--- src/rtl/restoring_divider.sv ---
// 16-by-8 unsigned restoring divider: one quotient bit per cycle, MSB first.
// Divide-by-zero bypasses the iteration and reports all-ones quotient.
module restoring_divider (
    input  logic        clk,
    input  logic        rst,
    input  logic        start,
    input  logic [15:0] dividend,
    input  logic [7:0]  divisor,
    output logic        busy,
    output logic        done,
    output logic [15:0] quotient,
    output logic [7:0]  remainder,
    output logic        div_by_zero
);

    typedef enum logic [1:0] {IDLE, RUN, DONE} state_t;

    state_t      state, state_nxt;
    logic [15:0] work;       // dividend bits shift out the top, quotient bits shift in
    logic [7:0]  dsr;
    logic [7:0]  prem;
    logic [3:0]  cnt;

    logic [8:0]  shifted;
    logic [8:0]  diff;
    logic        ge;
    logic [7:0]  prem_nxt;
    logic [15:0] work_nxt;

    // prem < dsr always holds, so diff lies in [-255, 254] and bit 8 is the borrow.
    always_comb begin
        shifted  = {prem, work[15]};
        diff     = shifted - {1'b0, dsr};
        ge       = ~diff[8];
        prem_nxt = ge ? diff[7:0] : shifted[7:0];
        work_nxt = {work[14:0], ge};
    end

    always_ff @(posedge clk) begin
        if (rst) state <= IDLE;
        else     state <= state_nxt;
    end

    always_comb begin
        state_nxt = state;
        case (state)
            IDLE:    if (start) state_nxt = (divisor == 8'd0) ? DONE : RUN;
            RUN:     if (cnt == 4'd15) state_nxt = DONE;
            DONE:    state_nxt = IDLE;
            default: state_nxt = IDLE;
        endcase
    end

    assign busy = (state == RUN);
    assign done = (state == DONE);

    always_ff @(posedge clk) begin
        if (rst) begin
            work        <= '0;
            dsr         <= '0;
            prem        <= '0;
            cnt         <= '0;
            quotient    <= '0;
            remainder   <= '0;
            div_by_zero <= 1'b0;
        end else begin
            case (state)
                IDLE: if (start) begin
                    work <= dividend;
                    dsr  <= divisor;
                    prem <= '0;
                    cnt  <= '0;
                    if (divisor == 8'd0) begin
                        quotient    <= 16'hFFFF;
                        remainder   <= dividend[7:0];
                        div_by_zero <= 1'b1;
                    end
                end
                RUN: begin
                    work <= work_nxt;
                    prem <= prem_nxt;
                    cnt  <= cnt + 4'd1;
                    // Outputs only change on the final iteration, never mid-run.
                    if (cnt == 4'd15) begin
                        quotient    <= work_nxt;
                        remainder   <= prem_nxt;
                        div_by_zero <= 1'b0;
                    end
                end
                default: ;
            endcase
        end
    end

endmodule

--- config.mk ---
export PLATFORM = sky130hd
export DESIGN_NAME = restoring_divider
export DESIGN_NICKNAME = d
export VERILOG_FILES = /design/src/rtl/restoring_divider.sv
export SDC_FILE = /design/constraint.sdc
export NUM_CORES = 1
export LEC_CHECK = 0
export ABC_AREA = 1
export ABC_CLOCK_PERIOD_IN_PS = 1800
export CAP_MARGIN = 20
export CORE_MARGIN = 2
export CORE_UTILIZATION = 47
export DETAILED_ROUTE_END_ITERATION = 6
export GPL_ROUTABILITY_DRIVEN = 0
export GPL_TIMING_DRIVEN = 0
export MAX_ROUTING_LAYER = met4
export PLACE_DENSITY = 0.75
export SETUP_SLACK_MARGIN = 0.1
export SLEW_MARGIN = 20
export SYNTH_ARGS = -nofsm -noshare
export SYNTH_HDL_FRONTEND = slang
export SYNTH_SLANG_ARGS = --single-unit
--- constraint.sdc ---
create_clock -name clk -period 1.8 [get_ports clk]
set_input_delay 0.36 -clock clk [delete_from_list [all_inputs] [get_ports clk]]
set_output_delay 0.36 -clock clk [all_outputs]
set_load 0.1 [all_outputs]
==> metrics, run 1 <==
status=finished, violations left; failing checks=setup timing; area leader, netlist=dfxtp_1; Initial Utilization=48.5%; n_diodes=0; row cnt=29; DP Area=3730 µm²; maximum root-to-sink buffer count=2; Seq cells post-synth=63; Layout Nets=569; register area share after synthesis=40.9%; EDFF count, synth=0; Worst-Skew Late Latency=about 0.35 ns; Sink Count=between 60 and 70; final worst setup slack=-0.0613 ns; die width=about 85 µm; routed vias=3,242; pre-CTS setup slack=-0.931 ns; CTS tree=done; Register Area=1270 µm²; Finished Layout Cells=612; met1 Resource Use GR=30.9%; Critical Path RT=between 2 and 2.5 ns; Worst Path Max Fanout=5; hpwl dp=around 5.8 mm; GRT busiest layer=met2; Pwr per Cell Area=1380 nW/µm²; final instance area=between 4000 and 5000 µm²; Cell variety after synth=27; via-per-instance ratio=around 5.3; worst min-delay path class=reg2reg; post-synthesis cell count=~460; Die Span Y=85.0 µm; Synth Warn #=0; final slew viol count=0; top cells by count, synth=nand2_1 (92), nor2_1 (67), inv_1 (64); I/O pins=54; startpoint types=register; Tmin final=1.86 ns; Routed WL=around 9.1 mm; vias in the first global route=~3,000; count leader, synth=nand2_1; Worst Tran Pin Value=0.553 ns; GR Overflow Total=0; type of element capturing the critical path=register; die area=7220 µm²; syn_nets=a little under 500; P&R area growth vs syn=46.0%; Synth area leaders=dfxtp_1 (41%), nand2_1 (11%), nor2_1 (8.2%); RSZ-0062 raised after global routing=true; TNS Setup=-0.614 ns; DP Cell Count=approximately 590; total global routing track utilization=25.5%; M2 GR Usage=just over 40%; clock root buffer=clkbuf_8; max-cap violations=0; critical path data arrival time=between 2 and 2.5 ns; drt wl/cell=14.8 µm; worst hold margin=around 0.45 ns; Core Area=6350 µm²; # DRC=0; CP Class=reg2reg; asr flop ratio synth=0%; Worst Clk Skew=between 0.006 and 0.007 ns; relative slew slack=63.3%; CTS Buf Count=9; clock-pin slew on the worst setup and hold paths=around 0.070 ns; post-synthesis area per instance=between 6 and 7 µm²; final period utilization=103%; met3 Use GR=about 6.3%; H-tree depth=3; # setup viols final=16; DR pass1 iterations=5; worst vdd ir=slightly above 0.001 V; first-pass GRT wire length=roughly 14 mm; share of the synthesized area in the top cell type=around 40%; share of cells above drive strength 1=25.6%; largest net degree at the start of global routing=11; fillers=around 510; Starting DRT DRC Count=160; Max Freq=around 540 MHz; ANT nets after route=0; Buffers on Ports=between 50 and 60; leakage=just over 2 nW; Mapped Area=approximately 3100 µm²; dominant synthesized flop cell=dfxtp_1; initial antenna violation count=0; Hold Violations, Final=0; multi-input logic area=roughly 1900 µm²
==> routing by layer <==
metal / routed length (µm) / vias up / share of wire, %
li1: - / 1606 / -
met1: 3890 / 1496 / 43
met2: 4500 / 115 / 50
met3: 477 / 25 / 5.3
met4: 205 / 0 / 2.3
met5: 0 / - / 0
==> final cells by class <==
type,instances,share of cell area (%)
clock inverter,3,0.473
sequential,63,28.2
multi-input combinational,308,42.6
tap,77,2.14
inverter,69,5.87
timing repair buffer,63,14.7
clock buffer,11,3.14
buffer,18,2.87
==> worst paths after layout <==
path | start | end | slack (ns) | cells past startpoint
max | prem[5] | prem[1] | -0.06 | 11
min | cnt[0] | cnt[0] | 0.45 | 1
max reg2reg | prem[5] | prem[1] | -0.06 | 11
min reg2reg | cnt[0] | cnt[0] | 0.45 | 1
==> state kept, by name, summed over array words and instances, names as in the netlist <==
signal / flops
prem: 8
quotient: 16
div_by_zero: 1
dsr: 8
remainder: 8
cnt: 4
state: 2
work: 16
==> power breakdown <==
part           total [W]  internal (W)  switching [W]
clock            0.00107      0.000522       0.000551
combinational    0.00329       0.00103        0.00226
sequential       0.00182       0.00164       0.000185
==> worst max-delay path, cell delays in order, from the launching register on <==
cell and delay [ns]:
dfxtp_1 0.47, ha_4 0.27, nand2_2 0.09, inv_1 0.07
a21oi_4 0.23, nand2_4 0.12, nand2_4 0.13, nand2_4 0.10
nand3_2 0.10, nand3_2 0.07, nand2_1 0.07, inv_1 0.04
==> metrics by stage <==
stage	power, W	util [%]
after floorplan	0.00365	-
after global placement	0.00420	58.7
after detailed placement	0.00424	58.7
after CTS	0.00579	67.4
after global routing	0.00650	70.8
final	0.00619	70.8
==> cells in the final DEF (no fill, tap or decap), types with 6 or more instances in the layout <==
cell type / count
a21oi_1: 29
a31oi_1: 8
buf_4: 12
clkbuf_1: 8
clkbuf_8: 10
clkdlybuf4s15_2: 25
clkdlybuf4s50_1: 26
dfxtp_1: 58
ha_1: 6
inv_1: 62
nand2_1: 82
nand3_1: 9
nand3_2: 22
nand3_4: 12
nor2_1: 60
nor2_2: 7
o21ai_0: 25
o21ai_1: 18
==> timing repair <==
item,in CTS,in global routing
setup buffers,5,5
gates cloned,2,0
pin swaps,16,14
resized for setup,155,41
hold buffers,0,0
endpoints found under the setup margin,47,49
==> cell families after synthesis <==
group | synth area share (%)
compound gates | 14.5
xor+xnor | 0.853
fa+ha+maj | 4.30
buf+inv | 11.2
flops | 40.9
simple gates | 28.2
(Power assumes the default switching activity.)
==> run 2: changes to the inputs <==
Settings changed: MAX_ROUTING_LAYER met4 to not set.
==> metrics, run 2 (synthesis results as in run 1) <==
final period utilization=103% (about the same); Hold Violations, Final=0 (unchanged); n_diodes=0 (unchanged); CP Class=reg2reg; CTS Buf Count=9 (unchanged); Critical Path, Cell by Cell=ha_4 -> nand2_2 -> inv_1 -> a21oi_4 -> nand2_4 -> nand2_4 -> nand2_8 -> nand3_4 -> nand3_2 -> nand2_1 -> inv_1; max-cap violations=0 (unchanged); Worst Tran Pin Value=0.554 ns (+0.00119 ns); Sink Count=63 (unchanged); Buffers on Ports=53 (unchanged); final instance area=4570 µm² (+1.6%); critical path data arrival time=2.10 ns (about the same); met2 WL post-DR=4.60 mm (+2.3%); worst hold margin=0.450 ns (-0.000919 ns); Core Area=6350 µm² (unchanged); clock root buffer=clkbuf_8; I/O pins=54 (unchanged); # DRC=0 (unchanged); Max Freq=537 MHz (about the same); Critical Path RT=2.04 ns (about the same); Worst Path Max Fanout=5 (unchanged); # setup viols final=16 (unchanged); worst min-delay path class=reg2reg; H-tree depth=3 (unchanged); ANT nets after route=0 (unchanged); Register Area=1270 µm² (unchanged); CTS tree=done; Post-Route M1 WL=3.66 mm (-5.7%); Layout Nets=578 (+1.6%); P&R area growth vs syn=48.3%; initial antenna violation count=0 (unchanged); Pwr per Cell Area=1370 nW/µm² (-0.56%); first-pass GRT wire length=14.2 mm (about the same); failing checks=setup timing; slowest CP cell=dfxtp_1; Die Span Y=85.0 µm (unchanged); Initial Utilization=48.5% (unchanged); final slew viol count=0 (unchanged); drt wl/cell=14.8 µm (about the same); commonest non-fill, non-tap cell in the layout=nand2_1; Post-CTS Hold Buffers=0 (unchanged); highest metal used=met4; final worst setup slack=-0.0608 ns (+0.000515 ns); startpoint types=register; total global routing track utilization=24.8% (-0.74 points); Routed WL=9.20 mm (+1.5%); fillers=482 (-4.6%); pre-CTS setup slack=-0.931 ns (unchanged); Worst-Skew Late Latency=0.35 ns (about the same); Worst Clk Skew=0.00683 ns (+0.000152 ns); Power, Total=0.00625 W (+1.0%); GR Overflow Total=0 (unchanged); via-per-instance ratio=5.37 (+1.4%); share of cells above drive strength 1=25.9% (+0.31 points); routed vias=3,336 (+2.9%); hpwl dp=5.80 mm (unchanged); RSZ-0062 raised after global routing=true; die area=7220 µm² (unchanged); maximum root-to-sink buffer count=2 (unchanged); die width=85.0 µm (unchanged); worst vdd ir=0.00109 V (+5.9%); row cnt=29 (unchanged); status=finished, violations left; final design utilization=72.0% (+1.1 points); DR pass1 iterations=7 (+2); vias in the first global route=3,048 (-0.098%); top flop regs=quotient (16), work (16); Tmin final=1.86 ns (-0.000515 ns); leakage=2.11 nW (+2.7%); Largest stage delay, worst path=0.47 ns (about the same); DP Area=3730 µm² (unchanged); clock-pin slew on the worst setup and hold paths=0.07 ns (about the same); most frequent cells in the layout=nand2_1 (82), nor2_1 (65), inv_1 (62); relative slew slack=63.0% (-0.25 points); Starting DRT DRC Count=220 (+38%); largest net degree at the start of global routing=11 (unchanged); type of element capturing the critical path=register; multi-input logic area=1910 µm² (-0.39%); met3 WL=702 µm (+47%)
## run 2: cell count changes in the layout (fill, tap and decap cells not counted)
| cell | previous run | this run |
|---|---|---|
| buf_6 | 3 | 4 |
| buf_8 | 0 | 1 |
| clkinv_4 | 1 | 2 |
| clkbuf_4 | 2 | 3 |
| nor2_2 | 7 | 2 |
| nor2_1 | 60 | 65 |
| buf_4 | 12 | 18 |
| inv_4 | 2 | 0 |
| nand2_2 | 5 | 4 |
| nand2_4 | 5 | 6 |
| inv_2 | 5 | 6 |
## run 2: layout make-up
type | instances | area share [%]
tap | 77 | 2.11
buffer | 18 | 3.07
multi-input combinational | 308 | 41.8
timing repair buffer | 72 | 15.9
sequential | 63 | 27.8
clock inverter | 3 | 0.465
clock buffer | 11 | 3.09
inverter | 69 | 5.78
## run 2: metal layers
metal  up-vias  global-route usage, %
met5         -                      0
met4         0                   9.96
li1       1619                      -
met2       150                   41.1
met3        26                   6.32
met1      1541                   30.8
## run 2: what timing repair did
item	in CTS	in global routing
gates resized for setup	155	39
setup buffers	5	14
endpoints found under the setup margin	47	49
cloned	2	0
pin swaps	16	17
## run 2: critical path, delay by kind of cell (launching register included)
kind            cells  cell delay, ns
simple gates        7            0.66
buf+inv             2            0.11
flops               1            0.47
compound gates      1            0.23
fa+ha+maj           1            0.27
## run 2: power by group
| part | leakage, nW | internal [W] | total, W | switching (W) |
|---|---|---|---|---|
| Sequential | 0.519 | 0.00164 | 0.00181 | 0.000176 |
| Combinational | 1.51 | 0.00109 | 0.00336 | 0.00228 |
| Clock | 0.0813 | 0.000522 | 0.00107 | 0.000552 |
| Total | 2.11 | 0.00324 | 0.00625 | 0.00301 |
## run 2: final timing paths
path | startpoint | endpoint | slack (ns) | depth (start not counted)
worst max register to register | prem[5] | prem[0] | -0.06 | 11
worst max-delay path | prem[5] | prem[0] | -0.06 | 11
worst min-delay path | cnt[0] | cnt[0] | 0.45 | 1
worst min register to register | cnt[0] | cnt[0] | 0.45 | 1
## run 2: per-stage QoR
step | instances | TNS (ns)
finish | 621 | -0.603
global route | 621 | -2.28
CTS | 607 | -0.343
detailed placement | 586 | -11.57
global placement | 586 | -10.34
floorplan | 456 | 0
